<file path="src/rtl/mem_access_unit_if.sv">
// Data-memory request/acknowledge bus between the access sequencer and data memory.
// The master side issues requests and the slave side returns read data and the acknowledge.
interface mem_access_unit_if #(
  parameter int unsigned DATA_W = 8,
  parameter int unsigned ADDR_W = 8
);
  logic              req;
  logic              we;
  logic [ADDR_W-1:0] addr;
  logic [DATA_W-1:0] wr_data;
  logic [DATA_W-1:0] rd_data;
  logic              ack;

  modport master (
    output req, we, addr, wr_data,
    input  rd_data, ack
  );

  modport slave (
    input  req, we, addr, wr_data,
    output rd_data, ack
  );
endinterface

</file>
<file path="src/rtl/mem_access_unit.sv">
// Multi-cycle ldb/stb sequencer. It stalls fetch while a req/ack data-memory access is in flight
// and returns a registered load result. A timeout aborts the access and sets a sticky error.
module mem_access_unit #(
  parameter int unsigned DATA_W  = 8,
  parameter int unsigned ADDR_W  = 8,
  parameter int unsigned TIMEOUT = 16
) (
  input  logic              i_clk,
  input  logic              i_reset,
  input  logic [8:0]        i_instr,
  input  logic              i_instr_valid,
  input  logic [ADDR_W-1:0] i_addr,
  input  logic [DATA_W-1:0] i_store_data,
  output logic              o_stall_c,
  output logic              o_load_done,
  output logic              o_store_done,
  output logic [DATA_W-1:0] o_mem_read_value,
  output logic              o_mem_error,
  mem_access_unit_if.master dmem
);

  localparam int unsigned CNT_W  = $clog2(TIMEOUT);
  localparam logic [3:0]  OP_LDB = 4'b1000;
  localparam logic [3:0]  OP_STB = 4'b1001;

  typedef enum logic [1:0] {S_IDLE, S_REQ, S_DONE} state_t;

  state_t            r_state, w_next_state;
  logic [CNT_W-1:0]  r_cnt, w_cnt_nxt;
  logic              r_req, w_req_nxt;
  logic              r_we, w_we_nxt;
  logic [ADDR_W-1:0] r_addr, w_addr_nxt;
  logic [DATA_W-1:0] r_wr_data, w_wr_data_nxt;
  logic [DATA_W-1:0] r_rd_value, w_rd_value_nxt;
  logic              r_load_done, w_load_done_nxt;
  logic              r_store_done, w_store_done_nxt;
  logic              r_err, w_err_nxt;

  logic w_is_store;
  logic w_mem_op;
  logic w_timeout;
  logic w_unused_instr_bits;

  assign w_is_store = (i_instr[8:5] == OP_STB);
  assign w_mem_op   = i_instr_valid && ((i_instr[8:5] == OP_LDB) || w_is_store);
  assign w_timeout  = (r_cnt == CNT_W'(TIMEOUT - 1));
  // Low instruction bits carry register fields that this unit never inspects.
  assign w_unused_instr_bits = &{1'b0, i_instr[4:0]};

  always_ff @(posedge i_clk) begin
    if (i_reset) begin
      r_state      <= S_IDLE;
      r_cnt        <= '0;
      r_req        <= 1'b0;
      r_we         <= 1'b0;
      r_addr       <= '0;
      r_wr_data    <= '0;
      r_rd_value   <= '0;
      r_load_done  <= 1'b0;
      r_store_done <= 1'b0;
      r_err        <= 1'b0;
    end else begin
      r_state      <= w_next_state;
      r_cnt        <= w_cnt_nxt;
      r_req        <= w_req_nxt;
      r_we         <= w_we_nxt;
      r_addr       <= w_addr_nxt;
      r_wr_data    <= w_wr_data_nxt;
      r_rd_value   <= w_rd_value_nxt;
      r_load_done  <= w_load_done_nxt;
      r_store_done <= w_store_done_nxt;
      r_err        <= w_err_nxt;
    end
  end

  // Next-state logic. The done pulses are registered on the REQ->DONE edge so they land in DONE.
  always_comb begin
    w_next_state     = r_state;
    w_cnt_nxt        = r_cnt;
    w_req_nxt        = r_req;
    w_we_nxt         = r_we;
    w_addr_nxt       = r_addr;
    w_wr_data_nxt    = r_wr_data;
    w_rd_value_nxt   = r_rd_value;
    w_load_done_nxt  = 1'b0;
    w_store_done_nxt = 1'b0;
    w_err_nxt        = r_err;
    o_stall_c        = 1'b0;

    case (r_state)
      S_IDLE: begin
        o_stall_c = w_mem_op;
        if (w_mem_op) begin
          w_addr_nxt = i_addr;
          w_we_nxt   = w_is_store;
          if (w_is_store) w_wr_data_nxt = i_store_data;
          w_req_nxt    = 1'b1;
          w_cnt_nxt    = '0;
          w_next_state = S_REQ;
        end
      end
      S_REQ: begin
        o_stall_c = 1'b1;
        if (dmem.ack || w_timeout) begin
          // An ack in the final timeout cycle takes priority over the abort.
          if (!r_we) w_rd_value_nxt = dmem.ack ? dmem.rd_data : '1;
          if (!dmem.ack) w_err_nxt = 1'b1;
          w_req_nxt        = 1'b0;
          w_load_done_nxt  = !r_we;
          w_store_done_nxt = r_we;
          w_next_state     = S_DONE;
        end else begin
          w_cnt_nxt = r_cnt + CNT_W'(1);
        end
      end
      S_DONE:  w_next_state = S_IDLE;
      default: w_next_state = S_IDLE;
    endcase
  end

  assign o_load_done      = r_load_done;
  assign o_store_done     = r_store_done;
  assign o_mem_read_value = r_rd_value;
  assign o_mem_error      = r_err;
  assign dmem.req         = r_req;
  assign dmem.we          = r_we;
  assign dmem.addr        = r_addr;
  assign dmem.wr_data     = r_wr_data;

endmodule

</file>
<file path="src/flat_wrapper.sv">
// flat-port wrapper written by rule: the top's interface ports become plain ports
module mem_access_unit_flat 
#(
  parameter int unsigned DATA_W  = 8,
  parameter int unsigned ADDR_W  = 8,
  parameter int unsigned TIMEOUT = 16
)
  (i_clk, i_reset, i_instr, i_instr_valid, i_addr, i_store_data, o_stall_c, o_load_done, o_store_done, o_mem_read_value, o_mem_error, dmem_req, dmem_we, dmem_addr, dmem_wr_data, dmem_rd_data, dmem_ack);
  mem_access_unit_if #(.DATA_W(DATA_W), .ADDR_W(ADDR_W)) dmem_i ();
  input  logic i_clk;
  input  logic i_reset;
  input  logic [8:0] i_instr;
  input  logic i_instr_valid;
  input  logic [ADDR_W-1:0] i_addr;
  input  logic [DATA_W-1:0] i_store_data;
  output logic o_stall_c;
  output logic o_load_done;
  output logic o_store_done;
  output logic [DATA_W-1:0] o_mem_read_value;
  output logic o_mem_error;
  output wire logic [$bits(dmem_i.req)-1:0] dmem_req;
  output wire logic [$bits(dmem_i.we)-1:0] dmem_we;
  output wire logic [$bits(dmem_i.addr)-1:0] dmem_addr;
  output wire logic [$bits(dmem_i.wr_data)-1:0] dmem_wr_data;
  input wire logic [$bits(dmem_i.rd_data)-1:0] dmem_rd_data;
  input wire logic [$bits(dmem_i.ack)-1:0] dmem_ack;
  assign dmem_req = dmem_i.req;
  assign dmem_we = dmem_i.we;
  assign dmem_addr = dmem_i.addr;
  assign dmem_wr_data = dmem_i.wr_data;
  assign dmem_i.rd_data = dmem_rd_data;
  assign dmem_i.ack = dmem_ack;
  mem_access_unit #(.DATA_W(DATA_W), .ADDR_W(ADDR_W), .TIMEOUT(TIMEOUT)) u_core (.i_clk(i_clk), .i_reset(i_reset), .i_instr(i_instr), .i_instr_valid(i_instr_valid), .i_addr(i_addr), .i_store_data(i_store_data), .o_stall_c(o_stall_c), .o_load_done(o_load_done), .o_store_done(o_store_done), .o_mem_read_value(o_mem_read_value), .o_mem_error(o_mem_error), .dmem(dmem_i));
endmodule
</file>
<file path="config.mk">
export PLATFORM = sky130hd
export DESIGN_NAME = mem_access_unit_flat
export DESIGN_NICKNAME = d
export VERILOG_FILES = /design/src/rtl/mem_access_unit_if.sv /design/src/rtl/mem_access_unit.sv /design/src/flat_wrapper.sv
export SDC_FILE = /design/constraint.sdc
export NUM_CORES = 1
export LEC_CHECK = 0
export CORE_MARGIN = 1.5
export CORE_UTILIZATION = 25
export DETAILED_ROUTE_END_ITERATION = 8
export PLACE_DENSITY = 0.54
export SLEW_MARGIN = 10
export SYNTH_ARGS = -nofsm -noshare
export SYNTH_HDL_FRONTEND = slang
export SYNTH_SLANG_ARGS = --single-unit
export TNS_END_PERCENT = 100
</file>
<file path="constraint.sdc">
create_clock -name i_clk -period 1.8 [get_ports i_clk]
set_input_delay 0.27 -clock i_clk [delete_from_list [all_inputs] [get_ports i_clk]]
set_output_delay 0.27 -clock i_clk [all_outputs]
set_load 0.01 [all_outputs]
</file>
==> qor.csv <==
metric,value,unit
Cell Rows,27,
fillers,607,
share of the synthesized area in the top cell type,0.485,
first-pass GRT wire length,6200,um
Required @ worst endpoint,1.53,ns
largest net degree at the start of global routing,24,
CP endpoint kind,primary output,
clock root buffer,clkbuf_8,
unrepaired setup endpoints after global routing,false,
Worst-Margin Slew,0.380,ns
crit share post-route,0.933,
IO buf count,61,
critical path class,in2out,
Ant. Diodes,0,
Clock Pin Slew Worst Setup and Hold Paths,0.07,ns
post-CTS setup buffers,0,
"CP delay by family, top",buffers and inverters,
Die Area,6250,sq um
initial antenna violation count,0,
CTS tree,yes,
vias in the first global route,1272,
Crit. path cell count,5,
Wirelength per Cell,12.9,um
cts repair resizes,1,
Fmax,0.596,GHz
post-DP HPWL,2760,um
average size of a mapped cell,8.76,sq um
worst-path fanout max,2,
Post-Syn Instances,165,
layout overhead on the synthesized area,55.2,%
# Max-Cap Violations,0,
ys async rst share,0,
Power Density,679,nW/um^2
final WL,3910,um
Min-Delay Path Depth,2,
worst path cell trace,"clkdlybuf4s50_1, and4bb_2, nor2_1, nor2_1, dlygate4sd2_1",
Worst-Skew Late Latency,0.28,ns
Core ar.,5540,sq um
Antenna Nets Post-Route,0,
Worst path slowest cell,clkdlybuf4s50_1,
Min Hold Slack,0.442,ns
status,finished clean,
H-tree depth,2,
Synth Cell Area,1450,sq um
Fin. Hold Viols,0,
FF-to-FF Start,u_core.r_cnt[0],
Post-synth EDFFs,0,
register area share after synthesis,0.485,
CP arrival,1.41,ns
Slew HR,0.746,
Hold Path End,u_core.o_mem_read_value[5],
R2R Setup Slk,0.28,ns
GRT Total Usage,0.128,
Die H,79.0,um
Placer Congestion,0.678,
utilization after layout,0.405,
startpoint types,primary input,
I/O pin total,67,
Clock Sinks,35,
distinct cell type count after synthesis,27,
Initial Utilization,0.261,
worst reg2reg path depth,4,
top-count cell post-synth,dfxtp_1,
share of post-route cells with drive strength above 1,0.130,
Num CTS Buffers,5,
hold_buf cts,0,
Peak VDD IR,0.221,mV
Final setup viols,0,
Tmin final,1.68,ns
clock buffer depth,2,
CP Buf/Inv Count,2,
Main synth FF type,dfxtp_1,
Mapped Nets,203,
worst reg2reg endpoint,u_core.o_mem_read_value[6],
CP max stage delay,0.46,ns
fin. max-slew vios,0,
critical path's most frequent cell,nor2_1,
total gr overflow,0,
ranking of synthesized cells by area,"dfxtp_1 48%, a21oi_1 7.3%, a31o_2 6.7%",
synth warn,0,
number of remaining DRC errors,0,
synthesized flop and latch total,35,
Post-Place Cells,294,
Chip Width,79.0,um
"Net count, final",267,
1st-iter DRT viols,63,
DR vias,1422,
leak pwr,0.772,nW
synth cell count leaders,"35 x dfxtp_1, 21 x a21oi_1, 19 x o21ai_0, 18 x inv_1",
routed vias/inst,4.71,
Worst Skew,0.00517,ns
post-synth top area cell,dfxtp_1,
HP Class,reg2reg,
Post-Layout Cell Count,302,
TritonRoute pass-1 iters,4,
Hold Crit Start,u_core.o_mem_read_value[5],
==> state kept, by name, summed over array words and instances (netlist names) <==
name / flops
u_core.dmem.req: 1
u_core.o_mem_read_value: 8
u_core.r_state: 2
u_core.o_store_done: 1
u_core.dmem.we: 1
u_core.dmem.addr: 8
u_core.dmem.wr_data: 8
u_core.r_cnt: 4
u_core.o_load_done: 1
u_core.o_mem_error: 1
==> metrics by stage <==
stage | area [sq um] | setup WS, ns | power [mW] | TNS, ns
4_1_cts | 2240 | 0.108 | 1.55 | 0
2_1_floorplan | 1450 | 0.395 | 0.868 | 0
6_report | 2240 | 0.121 | 1.52 | 0
3_3_place_gp | 2160 | -0.176 | 0.986 | -1.15
3_5_place_dp | 2160 | -0.168 | 0.986 | -1.10
5_1_grt | 2240 | 0.0382 | 1.60 | 0
==> cell usage in the layout, fill, tap and decap left out, types with 3 or more instances in the layout <==
cell / count
o21ai_0: 19
buf_4: 9
dfxtp_1: 35
clkdlybuf4s50_1: 60
or3_1: 3
inv_1: 18
nor2_1: 7
a21oi_1: 21
nand3_1: 11
a311oi_1: 8
a31o_2: 11
clkbuf_8: 5
==> worst min-delay path: stages, from the launching register on <==
cell and delay [ns]:
dfxtp_1 0.31, inv_1 0.04, a21oi_1 0.05
==> kinds of logic (layout without fill, tap and decap cells) <==
kind of cell               Yosys count  count (layout)  synth area share
buffers and inverters               31              96            0.0848
and+or+nand+nor                     35              35             0.148
AOI/OAI and AO/OA                   63              63             0.274
DFF                                 35              35             0.485
adders and majority gates            1               1           0.00866
==> cell type report <==
type                    count  area (sq um)  share of cell area
repair buffers             70           677               0.302
multi-input cells          99           622               0.277
flip-flops and latches     35           701               0.313
clock buffers               6          72.6              0.0324
clock inverters             2          12.5             0.00558
inverters                  18          67.6              0.0301
well taps                  72          90.1              0.0402
==> routing by layer <==
layer,global-route usage,vias to the layer above,wire (um)
met1,0.174,639,1910
met5,0,-,0
met2,0.183,55,1610
met3,0.0529,7,339
li1,-,721,-
met4,0.0421,0,45
==> where the power goes <==
| part | switching [mW] | total, mW | internal, mW |
|---|---|---|---|
| Sequential | 0.00683 | 0.793 | 0.786 |
| Clock | 0.285 | 0.555 | 0.270 |
| Combinational | 0.0696 | 0.174 | 0.104 |
| Total | 0.361 | 1.52 | 1.16 |
==> worst max path at each step <==
stage	startpoint	end	slack [ns]
3_3_place_gp	i_instr[7]	o_stall_c	-0.18
6_report	i_instr[7]	o_stall_c	0.12
4_1_cts	i_instr[7]	o_stall_c	0.11
5_1_grt	i_instr[6]	o_stall_c	0.04
2_1_floorplan	i_instr[7]	o_stall_c	0.39
3_5_place_dp	i_instr[7]	o_stall_c	-0.17
(Power assumes the default switching activity.)
==> patch: new RTL, config.mk and constraints unchanged <==
`ADDR_W` is set to 8 in 3 places; all go to 9.
--- a/src/rtl/mem_access_unit_if.sv
+++ b/src/rtl/mem_access_unit_if.sv
@@ -3,5 +3,5 @@
 interface mem_access_unit_if #(
   parameter int unsigned DATA_W = 8,
-  parameter int unsigned ADDR_W = 8
+  parameter int unsigned ADDR_W = 9
 );
   logic              req;
--- a/src/rtl/mem_access_unit.sv
+++ b/src/rtl/mem_access_unit.sv
@@ -3,5 +3,5 @@
 module mem_access_unit #(
   parameter int unsigned DATA_W  = 8,
-  parameter int unsigned ADDR_W  = 8,
+  parameter int unsigned ADDR_W  = 9,
   parameter int unsigned TIMEOUT = 16
 ) (
--- a/src/flat_wrapper.sv
+++ b/src/flat_wrapper.sv
@@ -3,5 +3,5 @@
 #(
   parameter int unsigned DATA_W  = 8,
-  parameter int unsigned ADDR_W  = 8,
+  parameter int unsigned ADDR_W  = 9,
   parameter int unsigned TIMEOUT = 16
 )
Ports: changed (resized dmem_addr and i_addr); port bits go from 67 to 69. The function was not compared with the original's and may differ.
==> patch against the unedited design <==
- critical path type unchanged
- cell area grew 6.2%
- critical path depth did not move
- critical endpoint unchanged
- total power is 17% higher
- sequential share of layout area down 0.98 points
- routed wire length down 2.1%
- setup slack improved by 39 ps
- synthesized area is 2.3% higher
- largest cell class is now non-clock buffers
- clock skew is 2.6 ps higher
- sequential cell count increased by 1
- final cell count up 1.7%
==> patch: results (changes against the unedited design) <==
grt:
  grt_use_met1: 0.165  # -0.00924
  grt_pass1_wl_um: 6090  # -1.7%
  gr-usage-met3: 0.0377  # -0.0152
  grt_pass1_vias: 1261  # -0.86%
  grt_max_degree: 43  # +79%
  grt_util_met2: 0.180  # -0.00307
  grt_use_total: 0.122  # -0.00629
timing:
  worst_pin_slew_ps: 446  # +66.0 ps
  finalClockSkew_ps: 7.78  # +2.61 ps
drt:
  m1WireLength_um: 1830  # -4.2%
  vias: 1384  # -2.7%
  wl_met3_um: 292  # -14%
  met2_length_um: 1650  # +2.5%
  drt-total-wl_um: 3820  # -2.1%
  vias_per_cell: 4.51  # -4.3%
cells_and_area:
  fin_nets: 273  # +2.2%
  drive_gt1_frac: 0.0851  # -0.0453
placement:
  dp_cells: 299  # +1.7%
  post-place-ws_ps: -233  # -64.7 ps
  place_congestion: 0.703  # +3.6%
  io_buffers: 63  # +3.3%
  hpwlAfterDp_um: 2550  # -7.5%
outcome:
  status: "completed"
logic_synthesis:
  yosysSeqAreaShare: 0.488  # +0.00287
  synthTopCellsByArea: "dfxtp_1 49%, nand2b_1 7.6%, a21oi_1 5.8%"
  syn_area_per_cell_sq_um: 8.90  # +1.6%
  syn-num-nets: 205  # +0.99%
  yosysWarnings: 0  # unchanged
critical_path:
  crit_arrival_ps: 1370  # -40 ps
power:
  p_sw_frac: 0.206  # -0.0314
  ir_worst_vdd_mv: 0.366  # +65%
  p_leak_nw: 0.823  # +6.6%
patch: cell families (layout without fill, tap and decap cells):
logic type / Yosys count / in the layout / synth area share
AOI/OAI and AO/OA: 42 / 42 / 0.167
buffers and inverters: 21 / 90 / 0.0550
DFF: 36 / 36 / 0.488
and+or+nand+nor: 58 / 58 / 0.228
adders and majority gates: 1 / 1 / 0.00847
muxes: 8 / 8 / 0.0542
patch: repair_timing:
action | in CTS | in global routing
gates resized for setup | 2 | 2
pin swaps | 0 | 1
setup endpoints to repair | 1 | 1
cloned | 0 | 0
patch: power by group through the flow:
stage                     clock network, W  registers, W  logic (W)
after floorplan                          0      0.000838  0.0000579
after global placement                   0      0.000833   0.000189
after global routing              0.000837      0.000817   0.000205
final                             0.000776      0.000815   0.000189
after CTS                         0.000802      0.000815   0.000191
after detailed placement                 0      0.000833   0.000189
patch: final timing paths:
kind                              startpoint                          to  slack (ps)  depth (start not counted)
setup reg to reg             u_core.r_cnt[0]  u_core.o_mem_read_value[1]         200                          4
hold / removal    u_core.o_mem_read_value[3]  u_core.o_mem_read_value[3]         460                          2
hold reg to reg   u_core.o_mem_read_value[3]  u_core.o_mem_read_value[3]         460                          2
setup / recovery                  i_instr[6]                   o_stall_c         160                          5
patch: critical path: cells and delay by family:
| kind | cells | cell delay (ps) |
|---|---|---|
| buf+inv | 2 | 600 |
| simple gates | 3 | 490 |
patch: layout make-up:
type / instances / area (sq um)
clock inverter: 1 / 30.0
multi-input combinational: 109 / 684
sequential: 36 / 721
tap: 72 / 90.1
timing repair buffer: 73 / 726
clock buffer: 7 / 96.3
fill: 590 / 3230
inverter: 9 / 33.8
